### config.mk
export PLATFORM = sky130hd
export DESIGN_NAME = migration_ring_node
export DESIGN_NICKNAME = d
export VERILOG_FILES = /design/src/rtl/migration_ring_node.sv
export SDC_FILE = /design/constraint.sdc
export NUM_CORES = 2
export LEC_CHECK = 0
export ABC_AREA = 1
export CAP_MARGIN = 10
export CORE_ASPECT_RATIO = 1.25
export CORE_MARGIN = 1
export CORE_UTILIZATION = 56
export DETAILED_ROUTE_END_ITERATION = 16
export PLACE_DENSITY = 0.83
export SLEW_MARGIN = 20
export SYNTH_ARGS = -nofsm -noshare
export SYNTH_HDL_FRONTEND = slang
export SYNTH_SLANG_ARGS = --single-unit
### constraint.sdc
create_clock -name clk -period 15.83 [get_ports clk]
set_input_delay 4.749 -clock clk [delete_from_list [all_inputs] [get_ports clk]]
set_output_delay 4.749 -clock clk [all_outputs]
set_load 0.02 [all_outputs]
### src/rtl/migration_ring_node.sv
// migration_ring_node: injects emigrant particles onto a unidirectional cell ring and delivers ring traffic addressed to this cell.
module migration_ring_node #(
  parameter int DEPTH = 8,
  parameter int CNT_W = 4,
  parameter int QUIET = 2
) (
  input  logic             clk,
  input  logic             rst,
  input  logic [32:0]      cell_id,
  input  logic [96:0]      upd_pos_in,
  input  logic [96:0]      upd_vel_in,
  input  logic [32:0]      upd_cell_in,
  input  logic [1:0]       upd_block,
  input  logic [96:0]      ring_pos_in,
  input  logic [96:0]      ring_vel_in,
  input  logic [32:0]      ring_cell_in,
  output logic [96:0]      ring_pos_out,
  output logic [96:0]      ring_vel_out,
  output logic [32:0]      ring_cell_out,
  output logic [96:0]      loc_pos_out,
  output logic [96:0]      loc_vel_out,
  output logic [32:0]      loc_cell_out,
  output logic [CNT_W-1:0] fifo_count,
  output logic             fifo_full,
  output logic             drop_err,
  output logic             quiet
);
  localparam int AW = $clog2(DEPTH);
  localparam int QW = $clog2(QUIET + 1);
  localparam logic [96:0] NULL_PV = {1'b1, 96'b0};
  localparam logic [32:0] NULL_C  = {1'b1, 32'b0};
  logic [226:0]   mem [DEPTH];
  logic [AW-1:0]  wr_ptr, rd_ptr;
  logic [QW-1:0]  idle_cnt;
  logic [226:0]   head, ring_trip;
  logic           ring_valid, deliver, through, pop, push, wr, drop, idle;
  always_comb begin
    ring_valid = !ring_cell_in[32];
    deliver    = ring_valid && ring_cell_in == cell_id && upd_block == 2'b00;
    through    = ring_valid && !deliver;
    pop        = !through && fifo_count != '0;
    push       = !upd_cell_in[32];
    wr         = push && (!fifo_full || pop);
    drop       = push && fifo_full && !pop;
    head       = mem[rd_ptr];
    ring_trip  = {ring_pos_in, ring_vel_in, ring_cell_in};
    idle       = ring_cell_in[32] && upd_cell_in[32] && fifo_count == '0
                 && ring_cell_out[32] && loc_cell_out[32];
  end
  assign fifo_full = fifo_count == CNT_W'(DEPTH);
  assign quiet     = idle && idle_cnt == QW'(QUIET);
  // Storage needs no reset: the pointers and count define what is buffered.
  always_ff @(posedge clk)
    if (wr) mem[wr_ptr] <= {upd_pos_in, upd_vel_in, upd_cell_in};
  always_ff @(posedge clk or negedge rst) begin
    if (!rst) begin
      {ring_pos_out, ring_vel_out, ring_cell_out} <= {NULL_PV, NULL_PV, NULL_C};
      {loc_pos_out, loc_vel_out, loc_cell_out}    <= {NULL_PV, NULL_PV, NULL_C};
      wr_ptr     <= '0;
      rd_ptr     <= '0;
      fifo_count <= '0;
      drop_err   <= 1'b0;
      idle_cnt   <= '0;
    end else begin
      {ring_pos_out, ring_vel_out, ring_cell_out} <= through ? ring_trip : pop ? head : {NULL_PV, NULL_PV, NULL_C};
      {loc_pos_out, loc_vel_out, loc_cell_out}    <= deliver ? ring_trip : {NULL_PV, NULL_PV, NULL_C};
      wr_ptr     <= wr ? wr_ptr + 1'b1 : wr_ptr;
      rd_ptr     <= pop ? rd_ptr + 1'b1 : rd_ptr;
      fifo_count <= fifo_count + CNT_W'(wr) - CNT_W'(pop);
      drop_err   <= drop_err | drop;
      idle_cnt   <= !idle ? '0 : idle_cnt == QW'(QUIET) ? idle_cnt : idle_cnt + 1'b1;
    end
  end
endmodule
* Word-level counts from Yosys, hierarchy flattened
Memory sizes are Yosys's and may differ from the RTL's.
Cells that the tools add are included.
** Storage, ports and cells
- Bits in registers :: 467
- Memory bits (writable) :: 1816
- Word-level logic and storage cells :: 51
- Memories kept :: 1
** Memory list
- mem :: words 8, width 227, rd ports 1, clocked after memory_dff 0, write ports 1, line 32 : logic [226:0] mem [DEPTH];
** Operators by class
- $add $sub $neg :: 5
- Equal/unequal tests :: 4
- Muxes and demuxes :: 7
- Bitwise operators :: 1
- Reduce and logical (&&, ||, !) cells :: 22
** Operators with widths (count)
- 2-to-1 mux 227 bit :: 3
- == test 33 bit :: 1
- logical AND 1 bit :: 12
- adder 3 x 1 -> 3 bit, second input constant :: 2
- zero test 1 bit :: 6
- adder 4 x 1 -> 4 bit :: 1
- == test 4 bit, second input constant :: 1
- zero test 4 bit :: 1
- 2-to-1 mux 2 bit :: 2
- nonzero test 4 bit :: 1
- subtractor 4 x 1 -> 4 bit :: 1
- adder 2 x 1 -> 2 bit, second input constant :: 1
- == test 2 bit, second input constant :: 1
- zero test 2 bit :: 1
- 2-to-1 mux 1 bit :: 2
- inequality test 2 bit, second input constant :: 1
- logical OR 1 bit :: 1
- bitwise OR 1 bit :: 1

* Logic depth before layout (Yosys ltp)
- Word-level depth :: 11
- Gate-level depth with buffers :: 17
- Mapped depth without buffers :: 17

* Least setup slack after synthesis
OpenSTA, ideal clock, no wires.
- Kind :: input to register
- From :: in ring_cell_in[31]
- To :: mem mem[0][0], enable pin
- Arrival :: 15183 ps
- Data required time :: 15010 ps
- Setup slack :: -172 ps
- Stages on the path :: 13
- Path buffers :: 0
- Cell sequence :: inv_2 nand2_1 nand2_1 nand3_1 nor2_1 nand2_1 nor2_1 nand3_1 nand2_1 nand2_2 nand2_2 nand2_1 nor2_1
** On the way
- Cells in the longest elaborated chain, start to end :: 11
** RTL lines
- from (decl) :: line 16 : input logic [32:0] ring_cell_in,
- == test 33 bit :: line 39 : deliver = ring_valid && ring_cell_in == cell_id && upd_block == 2'b00;
- logical AND 1 bit (2 in series) :: line 39
- zero test 1 bit :: line 40 : through = ring_valid && !deliver;
- logical AND 1 bit :: line 40
- zero test 1 bit :: line 41 : pop = !through && fifo_count != '0;
- logical AND 1 bit :: line 41
- logical OR 1 bit :: line 43 : wr = push && (!fifo_full || pop);
- logical AND 1 bit :: line 43
- 2-to-1 mux 1 bit :: line 54 : if (wr) mem[wr_ptr] <= {upd_pos_in, upd_vel_in, upd_cell_in};
- 2-to-1 mux 1 bit (not written as such) :: line 54
- to (decl) :: line 32
Every way passes these cells.

* Worst setup path after layout
- From :: in upd_cell_in[32]
- To :: out quiet
** On the way
- Cells in the longest elaborated chain, start to end :: 5
** RTL lines
- from (decl) :: line 12 : input logic [32:0] upd_cell_in,
- logical AND 1 bit (2 in series) :: line 47 : idle = ring_cell_in[32] && upd_cell_in[32] && fifo_count == '0
- logical AND 1 bit (2 in series) :: line 48 : && ring_cell_out[32] && loc_cell_out[32];
- logical AND 1 bit :: line 51 : assign quiet = idle && idle_cnt == QW'(QUIET);
- to (decl) :: line 26 : output logic quiet
Every way passes these cells.

==> impl_metrics.tcl <==
set metrics [dict create \
    track_usage_pct 28.6 \
    avgSynthCellArea_sq_um 13.7 \
    finalHoldViolCount 0 \
    outcome "complete, no violations" \
    synth.area.top_cells "edfxtp_1 63%, dfrtp_1 13%, nand2_1 5.9%, a21oi_1 3.6%, o22ai_2 2.9%" \
    seqPwrFrac_pct 41.7 \
    remaining_drc_errors 0 \
    power_density_nw_per_um2 177 \
    tightest_slew_ps 1490 \
    initial_core_util_pct 56.4 \
    place.gp.congestion 0.901 \
    synth-seq-cells 2283 \
    cp_cell_sequence "clkdlybuf4s50_1, inv_1, or4_1, nor2_1, clkdlybuf4s50_1" \
    synthFlopType "edfxtp_1" \
    first_global_vias 55200 \
    clk_pin_slew_ps 60 \
    drt_wl_total_um 227000 \
    slew_headroom_pct 0.936 \
    area_growth_pct 20.5 \
    synth_edf_count 1816 \
    die_area_sq_um 157000 \
    grt_antenna_before_repair 56 \
    crit_type "primary input to primary output" \
    min_period_over_period_pct 74.5 \
    cts_setup_buffers 0 \
    yosys.area.top_type "edfxtp_1" \
    synth_top_cell_area_share_pct 62.8 \
    ys_seq_area_share_pct 76.3 \
    p_leak_nw 38.2 \
    drt-vias-per-instance 5.92 \
    swShare_pct 35.0 \
    end_kind "primary output" \
    report.final.slew_viol_count 0 \
    reg2reg_slack_ps 11180 \
    wl_per_cell_um 24.2 \
    numCtsBuffers 207 \
    grt_pass1_wl_um 336000 \
    io_buffers 951 \
    place_area_sq_um 97700 \
    clock_tree.htree_level_count 4 \
    start_kind "primary input" \
    synth_commonest_cells "1816 x edfxtp_1, 1358 x nand2_1, 617 x a21oi_1" \
    chipWidth_um 354 \
    setup_viol 0 \
    whs_ps 495 \
    rsz0062_at_grt "no" \
    clockBufferDepth 3 \
    fin_area_sq_um 105000 \
    dr.pass1.iters 6 \
    yosys_warnings 0 \
    grt_max_degree 249 \
    cts_resized 0 \
    place_ws_ps 4040 \
    fmax_mhz 84.8 \
    async_reset_ff_share_pct 20.5 \
    die_y_um 442 \
    drtIter0Drc 5868 \
    reg2reg_from "rd_ptr[0]$_DFFE_PN0P_" \
    root_buffer "clkbuf_16" \
    grt-ovfl-total 0 \
    whs_path_depth 1 \
    slowest_stage "clkdlybuf4s50_1" \
    core_sq_um 154000 \
    crit_start "upd_cell_in[32]" \
    fin_skew_ps 52.7 \
    ios 952 \
    nets 7626 \
    ir_drop_uv 155 \
    period_minus_slack_ps 11790 \
    hold_buffers 0 \
    worst_ep_arrival_time_ps 7040 \
    dp_hpwl_um 133000 \
    std_cell_rows 161 \
    reg2reg_depth 7 \
    pwr-share-comb_pct 31.4 \
    synth.most_common_cell "edfxtp_1" \
    maxCapViolations 0 \
    rr_endpoint "ring_vel_out[81]$_DFF_PN0_" \
    cp_common_cell "clkdlybuf4s50_1" \
    setup_slack_ps 4040 \
    syn-num-nets 6817 \
    hp-class "flop to flop" \
    synth_cell_type_count 36 \
    cts_tree "built" \
    crit_required_ps 11080 \
    p_int_mw 12.0 \
    clock-sinks 2283 \
    synthCells 6317 \
    insertion_delay_ps 870 \
    worstPathMaxFanout 11 \
    switchingPower_mw 6.46 \
    ant_nets 0 \
    synth_area_sq_um 86800 \
    vias 55600 \
    layout-drive-gt1-share_pct 8.44 \
    clkPwrFrac_pct 27.0 \
    max_stage_delay_ps 710 \
    critPathCapture "quiet" \
]
-- power by group through the flow --
stage | Sequential [mW] | Combinational [mW] | Clock (mW)
4_1_cts | 7.69 | 5.77 | 5.03
5_1_grt | 7.75 | 6.17 | 5.25
3_3_place_gp | 7.77 | 5.55 | 0
6_report | 7.69 | 5.79 | 4.98
3_5_place_dp | 7.80 | 5.72 | 0
2_1_floorplan | 8.20 | 3.29 | 0
-- metal layers --
layer	part of all wire, %	global-route usage [%]	up-vias
li1	-	-	24500
met1	36	35.0	27600
met2	50	47.9	2870
met3	9.2	6.66	520
met4	4.6	13.6	50
met5	0.15	0	-
-- kinds of logic after synthesis --
group	synth area share (%)
AOI/OAI and AO/OA	9.85
xor gates and xnor gates	0.343
adders and majority gates	0.138
buffers and inverters	3.38
DFF	76.3
and+or+nand+nor	9.99
-- through the flow --
step	utilization (%)	setup TNS, ps	power [mW]	std cells
final	68.0	0	18.5	9385
after global routing	67.9	0	19.2	9364
after CTS	67.9	0	18.5	9343
after detailed placement	63.4	0	13.5	8953
after global placement	63.4	0	13.3	8953
after floorplan	-	-290790	11.5	6317
-- worst min path at each step --
| stage | start | end |
|---|---|---|
| floorplan | idle_cnt[1]$_DFFE_PN0N_ | idle_cnt[1]$_DFFE_PN0N_ |
| global placement | drop_err$_DFF_PN0_ | drop_err$_DFF_PN0_ |
| detailed placement | drop_err$_DFF_PN0_ | drop_err$_DFF_PN0_ |
| CTS | drop_err$_DFF_PN0_ | drop_err$_DFF_PN0_ |
| global route | drop_err$_DFF_PN0_ | drop_err$_DFF_PN0_ |
| finish | drop_err$_DFF_PN0_ | drop_err$_DFF_PN0_ |
-- area by class of cell --
type                       instances  area [sq um]
sequential                      2283         66200
fill                           10000         49300
multi-input combinational       3367         17700
timing repair buffer            1027         10200
clock buffer                     297          5820
tap                             2037          2550
clock inverter                    93          1000
inverter                         240           918
antenna                           41           103
-- flip-flops by register name, indices dropped and copies added, names as in the netlist --
| name | count |
|---|---|
| ring_cell_out | 33 |
| ring_vel_out | 97 |
| loc_pos_out | 97 |
| drop_err | 1 |
| idle_cnt | 2 |
| rd_ptr | 3 |
| mem | 1816 |
| ring_pos_out | 97 |
| loc_vel_out | 97 |
| loc_cell_out | 33 |
| wr_ptr | 3 |
| fifo_count | 4 |
-- cell usage in the layout, fill, tap and decap left out, types with 2 or more instances in the layout --
cell type / Yosys / final
clkinv_8: 0 / 4
o22ai_2: 200 / 200
buf_4: 21 / 63
nand2_1: 1358 / 1357
inv_8: 0 / 3
clkbuf_8: 0 / 19
xor2_1: 10 / 10
a221oi_1: 166 / 166
bufinv_16: 0 / 13
a21oi_1: 617 / 617
nand3_1: 439 / 438
o221ai_1: 2 / 2
dfrtp_4: 0 / 3
o22ai_1: 25 / 25
buf_12: 0 / 10
inv_2: 5 / 3
clkinv_1: 1 / 18
clkbuf_16: 0 / 211
clkinv_16: 0 / 5
inv_6: 0 / 6
clkbuf_1: 188 / 61
ha_1: 8 / 8
o21ai_0: 11 / 11
xnor2_1: 24 / 24
nor2_4: 0 / 8
inv_1: 234 / 234
edfxtp_1: 1816 / 1816
a32oi_1: 141 / 141
or2_2: 2 / 2
buf_6: 22 / 2
nor2_1: 350 / 342
clkbuf_4: 0 / 6
clkdlybuf4s50_1: 0 / 950
dfrtp_1: 461 / 458
diode_2: 0 / 41
dfstp_2: 6 / 6
nand4_1: 3 / 3
clkinv_2: 0 / 37
clkinvlp_4: 0 / 6
-- worst max-delay path: cells and delay by family --
family / cells / cell delay, ps
AND/OR/NAND/NOR: 2 / 730
buffers and inverters: 3 / 1560
Power figures use the tool's default switching activity.
